$ cat config.mk
export PLATFORM = sky130hd
export DESIGN_NAME = mem_access_stage
export DESIGN_NICKNAME = d
export VERILOG_FILES = /design/src/rtl/mem_access_stage.sv
export SDC_FILE = /design/constraint.sdc
export NUM_CORES = 1
export LEC_CHECK = 0
export CELL_PAD_IN_SITES_DETAIL_PLACEMENT = 1
export CELL_PAD_IN_SITES_GLOBAL_PLACEMENT = 2
export CORE_ASPECT_RATIO = 1.25
export CORE_MARGIN = 3
export CORE_UTILIZATION = 25
export DETAILED_ROUTE_END_ITERATION = 7
export PLACE_DENSITY = 0.82
export SYNTH_ARGS = -nofsm -noshare
export SYNTH_HDL_FRONTEND = slang
export SYNTH_SLANG_ARGS = --single-unit
$ cat constraint.sdc
create_clock -name clk -period 1.7 [get_ports clk]
set_input_delay 0.255 -clock clk [delete_from_list [all_inputs] [get_ports clk]]
set_output_delay 0.255 -clock clk [all_outputs]
set_load 0.01 [all_outputs]
$ cat src/rtl/mem_access_stage.sv
// -----------------------------------------------------------------------------
// mem_access_stage
//   MEM pipeline stage of the MIPS core. Takes an instruction from the EX/MEM
//   register, performs the data-memory access (if any) over a req/ack bus,
//   aligns/extends load data and presents registered results to writeback.
//   Upstream is stalled (in_ready low) while a bus transaction is outstanding;
//   a transaction that sees no ack within TIMEOUT_CYCLES cycles is aborted and
//   reported as BusError.
//
// Parameters
//   TIMEOUT_CYCLES : cycles mem_req stays high without ack before abort (>= 1)
//   ADDR_W         : data-memory address width (<= 32, taken from ALUResult)
//
// Ports
//   clk, rst_n                       : clock (rising edge), async active-low reset
//   in_valid / in_ready              : EX/MEM handshake
//   ALUResult, StoreData             : address / ALU result, store data
//   MemRead, MemWrite, MemSize,
//   MemUnsigned                      : memory op control
//   RegWrite, MemALUSel, WriteReg    : writeback control carried through
//   mem_req/we/addr/be/wdata         : bus request side
//   mem_rdata, mem_ack               : bus response side
//   out_valid                        : one-cycle completion pulse
//   MEMRead, ALUResultOut,
//   MemALUSelOut, RegWriteOut,
//   WriteRegOut                      : registered results to writeback
//   AddrError, BusError              : error pulses, valid with out_valid
// -----------------------------------------------------------------------------
module mem_access_stage #(
  parameter int unsigned TIMEOUT_CYCLES = 16,
  parameter int unsigned ADDR_W         = 32
) (
  input  logic              clk,
  input  logic              rst_n,
  input  logic              in_valid,
  output logic              in_ready,
  input  logic [31:0]       ALUResult,
  input  logic [31:0]       StoreData,
  input  logic              MemRead,
  input  logic              MemWrite,
  input  logic [1:0]        MemSize,
  input  logic              MemUnsigned,
  input  logic              RegWrite,
  input  logic              MemALUSel,
  input  logic [4:0]        WriteReg,
  output logic              mem_req,
  output logic              mem_we,
  output logic [ADDR_W-1:0] mem_addr,
  output logic [3:0]        mem_be,
  output logic [31:0]       mem_wdata,
  input  logic [31:0]       mem_rdata,
  input  logic              mem_ack,
  output logic              out_valid,
  output logic [31:0]       MEMRead,
  output logic [31:0]       ALUResultOut,
  output logic              MemALUSelOut,
  output logic              RegWriteOut,
  output logic [4:0]        WriteRegOut,
  output logic              AddrError,
  output logic              BusError
);

  localparam int unsigned     CNT_W    = (TIMEOUT_CYCLES > 1) ? $clog2(TIMEOUT_CYCLES) : 1;
  localparam logic [CNT_W-1:0] CNT_LAST = CNT_W'(TIMEOUT_CYCLES - 1);

  localparam logic [1:0] SZ_BYTE = 2'b00;
  localparam logic [1:0] SZ_HALF = 2'b01;

  typedef enum logic [0:0] {
    ST_IDLE = 1'b0,
    ST_REQ  = 1'b1
  } state_e;

  // ---------------------------------------------------------------------------
  // Access helpers
  // ---------------------------------------------------------------------------

  // Byte accesses are always aligned; size 11 behaves as a word.
  function automatic logic is_misaligned(input logic [1:0] size, input logic [1:0] lo);
    logic mis;
    case (size)
      SZ_BYTE: mis = 1'b0;
      SZ_HALF: mis = lo[0];
      default: mis = (lo != 2'b00);
    endcase
    return mis;
  endfunction

  function automatic logic [3:0] byte_enables(input logic [1:0] size, input logic [1:0] lo);
    logic [3:0] be;
    case (size)
      SZ_BYTE: be = 4'b0001 << lo;
      SZ_HALF: be = 4'b0011 << lo;
      default: be = 4'b1111;
    endcase
    return be;
  endfunction

  // Replicating the store data onto every lane lets the memory pick the lane
  // purely from mem_be.
  function automatic logic [31:0] store_lanes(input logic [1:0] size, input logic [31:0] d);
    logic [31:0] w;
    case (size)
      SZ_BYTE: w = {4{d[7:0]}};
      SZ_HALF: w = {2{d[15:0]}};
      default: w = d;
    endcase
    return w;
  endfunction

  function automatic logic [31:0] load_extract(input logic [1:0]  size,
                                               input logic [1:0]  lo,
                                               input logic        uns,
                                               input logic [31:0] rdata);
    logic [7:0]  b;
    logic [15:0] h;
    logic [31:0] r;
    b = rdata[{lo, 3'b000} +: 8];
    h = rdata[{lo[1], 4'b0000} +: 16];
    case (size)
      SZ_BYTE: r = uns ? {24'h000000, b} : {{24{b[7]}}, b};
      SZ_HALF: r = uns ? {16'h0000, h}   : {{16{h[15]}}, h};
      default: r = rdata;
    endcase
    return r;
  endfunction

  // ---------------------------------------------------------------------------
  // State
  // ---------------------------------------------------------------------------
  state_e            state_q, state_d;
  logic [CNT_W-1:0]  cnt_q, cnt_d;

  // Latched request (drives the bus while in REQ)
  logic              we_q, we_d;
  logic [ADDR_W-1:0] addr_q, addr_d;
  logic [3:0]        be_q, be_d;
  logic [31:0]       wdata_q, wdata_d;
  logic [1:0]        size_q, size_d;
  logic [1:0]        lo_q, lo_d;
  logic              uns_q, uns_d;

  // Writeback fields carried across the bus transaction
  logic [31:0]       pend_alu_q, pend_alu_d;
  logic              pend_sel_q, pend_sel_d;
  logic              pend_rw_q, pend_rw_d;
  logic [4:0]        pend_wreg_q, pend_wreg_d;

  // Registered results
  logic              out_valid_q, out_valid_d;
  logic [31:0]       memread_q, memread_d;
  logic [31:0]       alu_out_q, alu_out_d;
  logic              sel_out_q, sel_out_d;
  logic              rw_out_q, rw_out_d;
  logic [4:0]        wreg_out_q, wreg_out_d;
  logic              addr_err_q, addr_err_d;
  logic              bus_err_q, bus_err_d;

  logic              acc_mem;
  logic              acc_mis;

  assign acc_mem = MemRead | MemWrite;
  assign acc_mis = is_misaligned(MemSize, ALUResult[1:0]);

  // Next-state and result computation for the IDLE/REQ controller
  always_comb begin
    state_d     = state_q;
    cnt_d       = cnt_q;
    we_d        = we_q;
    addr_d      = addr_q;
    be_d        = be_q;
    wdata_d     = wdata_q;
    size_d      = size_q;
    lo_d        = lo_q;
    uns_d       = uns_q;
    pend_alu_d  = pend_alu_q;
    pend_sel_d  = pend_sel_q;
    pend_rw_d   = pend_rw_q;
    pend_wreg_d = pend_wreg_q;
    out_valid_d = 1'b0;
    addr_err_d  = 1'b0;
    bus_err_d   = 1'b0;
    memread_d   = memread_q;
    alu_out_d   = alu_out_q;
    sel_out_d   = sel_out_q;
    rw_out_d    = rw_out_q;
    wreg_out_d  = wreg_out_q;

    case (state_q)
      ST_IDLE: begin
        if (in_valid) begin
          if (!acc_mem || acc_mis) begin
            // Completes in one cycle: plain ALU op, or misaligned access
            // rejected without touching the bus.
            out_valid_d = 1'b1;
            addr_err_d  = acc_mem;
            memread_d   = 32'h0000_0000;
            alu_out_d   = ALUResult;
            sel_out_d   = MemALUSel;
            rw_out_d    = RegWrite & ~acc_mem;
            wreg_out_d  = WriteReg;
          end else begin
            // Read+write together is a store: MemWrite alone decides we.
            state_d     = ST_REQ;
            cnt_d       = '0;
            we_d        = MemWrite;
            addr_d      = {ALUResult[ADDR_W-1:2], 2'b00};
            be_d        = byte_enables(MemSize, ALUResult[1:0]);
            wdata_d     = store_lanes(MemSize, StoreData);
            size_d      = MemSize;
            lo_d        = ALUResult[1:0];
            uns_d       = MemUnsigned;
            pend_alu_d  = ALUResult;
            pend_sel_d  = MemALUSel;
            pend_rw_d   = RegWrite;
            pend_wreg_d = WriteReg;
          end
        end else begin
          state_d = ST_IDLE;
        end
      end

      ST_REQ: begin
        // Ack wins over a timeout landing on the same cycle.
        if (mem_ack || (cnt_q == CNT_LAST)) begin
          state_d     = ST_IDLE;
          cnt_d       = '0;
          out_valid_d = 1'b1;
          bus_err_d   = ~mem_ack;
          alu_out_d   = pend_alu_q;
          sel_out_d   = pend_sel_q;
          rw_out_d    = pend_rw_q & mem_ack;
          wreg_out_d  = pend_wreg_q;
          if (mem_ack && !we_q) begin
            memread_d = load_extract(size_q, lo_q, uns_q, mem_rdata);
          end else begin
            memread_d = 32'h0000_0000;
          end
        end else begin
          cnt_d = cnt_q + {{(CNT_W-1){1'b0}}, 1'b1};
        end
      end

      default: begin
        state_d = ST_IDLE;
        cnt_d   = '0;
      end
    endcase
  end

  // State, request latch and result registers
  always_ff @(posedge clk or negedge rst_n) begin
    if (!rst_n) begin
      state_q     <= ST_IDLE;
      cnt_q       <= '0;
      we_q        <= 1'b0;
      addr_q      <= '0;
      be_q        <= 4'b0000;
      wdata_q     <= 32'h0000_0000;
      size_q      <= 2'b00;
      lo_q        <= 2'b00;
      uns_q       <= 1'b0;
      pend_alu_q  <= 32'h0000_0000;
      pend_sel_q  <= 1'b0;
      pend_rw_q   <= 1'b0;
      pend_wreg_q <= 5'd0;
      out_valid_q <= 1'b0;
      memread_q   <= 32'h0000_0000;
      alu_out_q   <= 32'h0000_0000;
      sel_out_q   <= 1'b0;
      rw_out_q    <= 1'b0;
      wreg_out_q  <= 5'd0;
      addr_err_q  <= 1'b0;
      bus_err_q   <= 1'b0;
    end else begin
      state_q     <= state_d;
      cnt_q       <= cnt_d;
      we_q        <= we_d;
      addr_q      <= addr_d;
      be_q        <= be_d;
      wdata_q     <= wdata_d;
      size_q      <= size_d;
      lo_q        <= lo_d;
      uns_q       <= uns_d;
      pend_alu_q  <= pend_alu_d;
      pend_sel_q  <= pend_sel_d;
      pend_rw_q   <= pend_rw_d;
      pend_wreg_q <= pend_wreg_d;
      out_valid_q <= out_valid_d;
      memread_q   <= memread_d;
      alu_out_q   <= alu_out_d;
      sel_out_q   <= sel_out_d;
      rw_out_q    <= rw_out_d;
      wreg_out_q  <= wreg_out_d;
      addr_err_q  <= addr_err_d;
      bus_err_q   <= bus_err_d;
    end
  end

  // mem_req is a decode of the state flop, so async reset drops it at once.
  assign mem_req      = (state_q == ST_REQ);
  assign in_ready     = (state_q == ST_IDLE) && rst_n;
  assign mem_we       = we_q;
  assign mem_addr     = addr_q;
  assign mem_be       = be_q;
  assign mem_wdata    = wdata_q;
  assign out_valid    = out_valid_q;
  assign MEMRead      = memread_q;
  assign ALUResultOut = alu_out_q;
  assign MemALUSelOut = sel_out_q;
  assign RegWriteOut  = rw_out_q;
  assign WriteRegOut  = wreg_out_q;
  assign AddrError    = addr_err_q;
  assign BusError     = bus_err_q;

endmodule

# --- Yosys cells after proc, flatten, opt, wreduce, memory -nomap -nowiden ---
# Index checks and enable logic that the tools add are counted.
totals:
  input_bits: 112
  word_cells: 96
  reg_bits: 190
  output_inout_bits: 145
classes:
  shift: 4
  reduce_logical: 12
  n_mux: 44
  n_bitwise: 7
  add_sub_neg: 1
  n_eq_ne: 7
op_table:
  columns: ["cell", "n"]
  rows:
  - ["$mux 32", 9]
  - ["$pmux 32 s2", 4]
  - ["$shiftx 32x6->16", 1]
  - ["$shiftx 32x6->8", 1]
  - ["$mux 1", 17]
  - ["$pmux 4 s2", 2]
  - ["$mux 5", 3]
  - ["$mux 4", 3]
  - ["$pmux 1 s2", 5]
  - ["$pmux 5 s2", 1]
  - ["$ne 2x2->1 const B", 3]
  - ["$reduce_and 3->1", 2]
  - ["$add 4x1->4 const B", 1]
  - ["$eq 2x1->1 const B", 2]
  - ["$eq 4x4->1 const B", 1]
  - ["$logic_not 2->1", 2]
  - ["$not 1->1", 4]
  - ["$shl 1x2->4 const A", 1]
  - ["$shl 2x2->4 const A", 1]
  - ["$and 1x1->1", 2]
  - ["$logic_and 1x1->1", 2]
  - ["$logic_not 1->1", 2]
  - ["$logic_or 1x1->1", 2]
  - ["$ne 2x1->1 const B", 1]
  - ["3 further kinds", 3]

# --- Logic depth before layout (Yosys ltp) ---
logic_depth:
  depth_word: 6
  depth_mapped: 8
  depth_no_buf: 6

# --- Least setup slack after synthesis ---
# OpenSTA, ideal clock, no wires.
synth_path:
  path_type: "reg2reg"
  start: "reg cnt_q[0]"
  end: "reg alu_out_q[27] (netlist: ALUResultOut[27])"
  arrival_time_ns: 1.745
  path_stages_with_launch: 9
  slack_ns: -0.173
  cell_sequence: "dfrtp_1 -> ha_1 -> and3_1 -> o21ai_0 -> o21a_1 -> buf_2 -> inv_4 -> buf_2 -> mux2_1"
synth_between:
  elab_chain_cells: 4
synth_rtl:
  columns: ["item", "line_no", "text"]
  rows:
  - ["start: declaration", "132", "logic [CNT_W-1:0] cnt_q, cnt_d;"]
  - ["start signal: assignment", "277", "cnt_q <= cnt_d;"]
  - ["$eq 4x4->1", "225", "if (mem_ack || (cnt_q == CNT_LAST)) begin"]
  - ["$logic_or 1x1->1", "225", null]
  - ["$ne 2x1->1 (no source line)", null, null]
  - ["$reduce_and 3->1 (no source line)", null, null]
  - ["end signal: assignment", "291", "alu_out_q <= alu_out_d;"]
  - ["end: declaration", "152", "logic [31:0] alu_out_q, alu_out_d;"]
# No other way between the ends.
# A chain may end at the register's enable or synchronous reset.

# --- Final worst setup path ---
layout_path:
  start: "reg size_q[0]"
  end: "reg memread_q[17] (netlist: MEMRead[17])"
layout_between:
  elab_chain_cells: 5
layout_rtl:
  columns: ["item", "line_no", "text"]
  rows:
  - ["start: declaration", "139", "logic [1:0] size_q, size_d;"]
  - ["start signal: assignment", "282", "size_q <= size_d;"]
  - ["$eq 2x1->1 or $logic_not 2->1 (tied branches)", "120", "case (size)"]
  - ["$pmux 32 s2 (*)", "120", null]
  - ["$mux 32 (*)", "234", "if (mem_ack && !we_q) begin"]
  - ["$mux 32 (*)", "225", null]
  - ["$pmux 32 s2 (*)", "189", "case (state_q)"]
  - ["end signal: assignment", "290", "memread_q <= memread_d;"]
  - ["end: declaration", "151", "logic [31:0] memread_q, memread_d;"]
# Mark *: on every way between the ends. The rest lies on a longest branch, timed or not. The select of a mux whose other input is x is not followed.

==> results.md <==
- Most congested layer reported by global routing: met2
- Count of different cell masters after synthesis: 56
- Insertion delay to the later sink of the worst-skew pair: 0.43 ns
- Startpoint-to-endpoint class of the critical path: reg2reg
- DRC violations left: 0
- Mean instance size in the synthesized netlist: around 11 um^2
- TritonCTS clock tree: built
- Final setup slack of the worst path: -0.05297 ns
- Crit. End Element: flip-flop
- H-tree levels: 4
- Antenna diode instance count: 0
- Fraction of synthesis flops using an asynchronous set or reset pin: 100.0%
- Wire length of the first global-routing pass: 40.88 mm
- Static power due to leakage: about 5.2 nW
- Half-perimeter wire length of the detailed placement result: between 15 and 20 mm
- Clock edge transition at the registers on the reported setup and hold paths: 0.07 ns
- Die height: 197.3 um
- Initial antenna violation count: 1
- Syn-to-layout area delta: 59.45%
- Worst-case setup slack after placement: -0.5163 ns
- Horiz. Die Dim: ~160 um
- Tmin final: around 1.8 ns
- Required time at the endpoint of the critical path: 2.07 ns
- Flip-flop cell with the highest count after synthesis: sky130_fd_sc_hd__dfrtp_1
- Total power draw: around 14 mW
- Average vias per placed instance: 4.555
- Final Routed Wirelength: 26.51 mm
- Maximum clock path buffer count: 2
- Grt ovf: 0
- Count of state elements after synthesis: 158
- Met2 Resource Use GR: 28.56%
- Layout cell share with drive strength beyond 1: about 22%
- Max-slew headroom: 35.19%
- Area of the placeable core: about 29000 um^2
- Effective utilization at floorplan: about a quarter
- Global router's overall resource usage: between 10% and 20%
- Hold Crit Class: in2reg
- Maxcap violations: 0
- Period Utilization, post-route: 103.1%
- Site row count: 69
- Peak ir drop on the vdd network: 511.6 uV
- Power density cells: between 1000 and 1500 nW/um^2
- Fill cell instance count of the final layout: 3199
- Critical Path Fanout Max: 16
- Synthesis Warnings: 0
- I/O pin count: approximately 260
- Finished Core Util: around two fifths
- Met1 layer usage reported by global route: about a fifth
- Transition time at the pin with the least slew margin: a little under 1 ns
- Setup repair after global routing missed its margin: true
- Library cell used as clock root buffer: sky130_fd_sc_hd__clkbuf_16
- Detailed Routing Iterations Pass 1: 4
- GR met3 Demand/Resource: around 4.6%
- Startpoint class of the critical path: flip-flop
- Total clock sinks: between 150 and 200
- Final Max Slew Viols: 0
- Max frequency: 570.5 MHz
- Worst setup skew after layout: roughly 0.015 ns
- Vias: 6400
- Number of synthesized flops with an enable pin: 0
- Run status: finished with violations
- Detailed Route Iter0 Violations: approximately 150
- Number of buffers inserted during clock tree synthesis: 17
- Residual antenna-violating net count after detailed routing: 0
- Post-synthesis instance area: approximately 7300 um^2
- Sequential share of the synthesized area: 54.04%
- Net count reported at finish: 1115
- Number of buffers inserted by port buffering: 254
- Via count of the first global-routing pass: slightly above 7000
- Hold Violations, Final: 0
- Pin count of the biggest net entering global routing: between 80 and 90
- Area of the die: ~31000 um^2
- Worst endpoint data arrival time: ~2.1 ns
- Violations in the final reports: setup timing
- Total setup violations reported at the end of the flow: 31
- Global placement routability congestion: 0.8338
- Synthesized instance count: between 600 and 700
- Routed wire length per instance: 18.86 um
flip-flops by register name, summed over array words and instances, names as in the netlist, 2 cells and up:
| register | flops |
|---|---|
| WriteRegOut | 5 |
| pend_alu_q | 31 |
| cnt_q | 4 |
| pend_wreg_q | 5 |
| size_q | 2 |
| ALUResultOut | 32 |
| MEMRead | 32 |
| mem_wdata | 32 |
| mem_be | 4 |
where the power goes:
part	internal (mW)	total (mW)	switching, mW
combinational	2.90	5.05	2.15
sequential	4.72	5.35	0.635
clock	2.34	4.05	1.70
final cells by class:
cell class                 count  area [um^2]  area share, %
timing repair buffer         339         3377          28.95
tap                          390        488.0          4.183
clock buffer                  18        429.2          3.679
sequential                   158         3955          33.91
inverter                      19        76.32         0.6543
multi-input combinational    467         3157          27.06
clock inverter                14        182.7          1.566
metal layers:
| metal | part of all wire, % | vias up | routed length, um |
|---|---|---|---|
| li1 | - | 3015 | - |
| met1 | 43 | 3167 | 11310 |
| met2 | 50 | 186 | 13130 |
| met3 | 5.3 | 30 | 1418 |
| met4 | 2.4 | 2 | 632 |
| met5 | 0.049 | - | 13 |
synthesized netlist by cell type (8+ instances only):
master	number	share of area, %
sky130_fd_sc_hd__dfrtp_1	158	54
sky130_fd_sc_hd__buf_1	10	0.51
sky130_fd_sc_hd__o21ai_0	37	2.5
sky130_fd_sc_hd__inv_1	17	0.87
sky130_fd_sc_hd__buf_2	12	0.82
sky130_fd_sc_hd__a221o_2	12	1.8
sky130_fd_sc_hd__nand2_1	175	9.0
sky130_fd_sc_hd__nor2b_1	18	1.5
sky130_fd_sc_hd__clkbuf_1	18	0.92
sky130_fd_sc_hd__o21a_1	8	0.82
sky130_fd_sc_hd__mux2i_1	24	3.3
sky130_fd_sc_hd__mux2_2	75	12
sky130_fd_sc_hd__a221o_1	12	1.6
sky130_fd_sc_hd__a21oi_1	20	1.4
worst paths after layout:
check / from / slack, ns / cells past startpoint / end
max reg2reg: size_q[0]$_DFFE_PN0P_ / -0.05 / 5 / MEMRead[17]$_DFFE_PN0P_
min in group asynchronous: rst_n / 0.44 / 3 / lo_q[0]$_DFFE_PN0P_
max in group asynchronous: rst_n / 0.38 / 3 / ALUResultOut[2]$_DFFE_PN0P_
min: ALUResult[25] / 0.37 / 3 / pend_alu_q[25]$_DFFE_PN0P_
min reg2reg: pend_wreg_q[4]$_DFFE_PN0P_ / 0.48 / 2 / pend_wreg_q[4]$_DFFE_PN0P_
max: size_q[0]$_DFFE_PN0P_ / -0.05 / 5 / MEMRead[17]$_DFFE_PN0P_
worst max-delay path: stages, from the launching register on:
cell	delay (ns)
sky130_fd_sc_hd__dfrtp_1	0.38
sky130_fd_sc_hd__or3_4	0.38
sky130_fd_sc_hd__or2_4	0.24
sky130_fd_sc_hd__a2111oi_4	0.37
sky130_fd_sc_hd__buf_12	0.19
sky130_fd_sc_hd__a221o_2	0.12
cell usage in the layout, fill, tap and decap left out, types with 8 or more instances in the layout:
master	count
sky130_fd_sc_hd__nand2_1	175
sky130_fd_sc_hd__mux2i_1	23
sky130_fd_sc_hd__buf_4	67
sky130_fd_sc_hd__clkbuf_16	19
sky130_fd_sc_hd__o21ai_0	27
sky130_fd_sc_hd__dfrtp_1	157
sky130_fd_sc_hd__o21ai_1	8
sky130_fd_sc_hd__inv_1	17
sky130_fd_sc_hd__a21oi_1	19
sky130_fd_sc_hd__buf_12	11
sky130_fd_sc_hd__a221o_1	12
sky130_fd_sc_hd__nor2b_1	17
sky130_fd_sc_hd__a221o_2	12
sky130_fd_sc_hd__mux2_2	75
sky130_fd_sc_hd__clkdlybuf4s50_1	245
repair_timing:
item                       in CTS  in global routing
gates cloned                    0                  3
hold buffers                    1                  0
hold endpoints to repair       85                  0
resized for setup              11                 26
pin swaps                       0                  5
setup buffers                   0                  7
setup endpoints to repair      61                118
through the flow:
stage,hold WS (ns),area [um^2],TNS [ns],cells
after floorplan,-0.04059,7360,-1.682,688
after global placement,0.3835,10860,-55.46,1362
after detailed placement,0.3841,10860,-57.74,1362
after CTS,0.3475,11490,-0.8654,1395
after global routing,0.3682,11660,-4.325,1405
final,0.3728,11660,-0.7894,1405
kinds of logic (layout without fill, tap and decap cells):
| kind of cell | count (synthesis) | after routing | synth area share, % |
|---|---|---|---|
| xor+xnor | 1 | 1 | 0.1197 |
| buf+inv | 63 | 390 | 3.780 |
| mux | 102 | 102 | 15.29 |
| simple gates | 239 | 239 | 14.38 |
| flops | 158 | 158 | 54.04 |
| compound gates | 122 | 122 | 12.16 |
| other cells | 1 | 2 | 0.05126 |
| fa+ha+maj | 1 | 1 | 0.1710 |
Note: power is estimated with default switching activity, not from simulation.
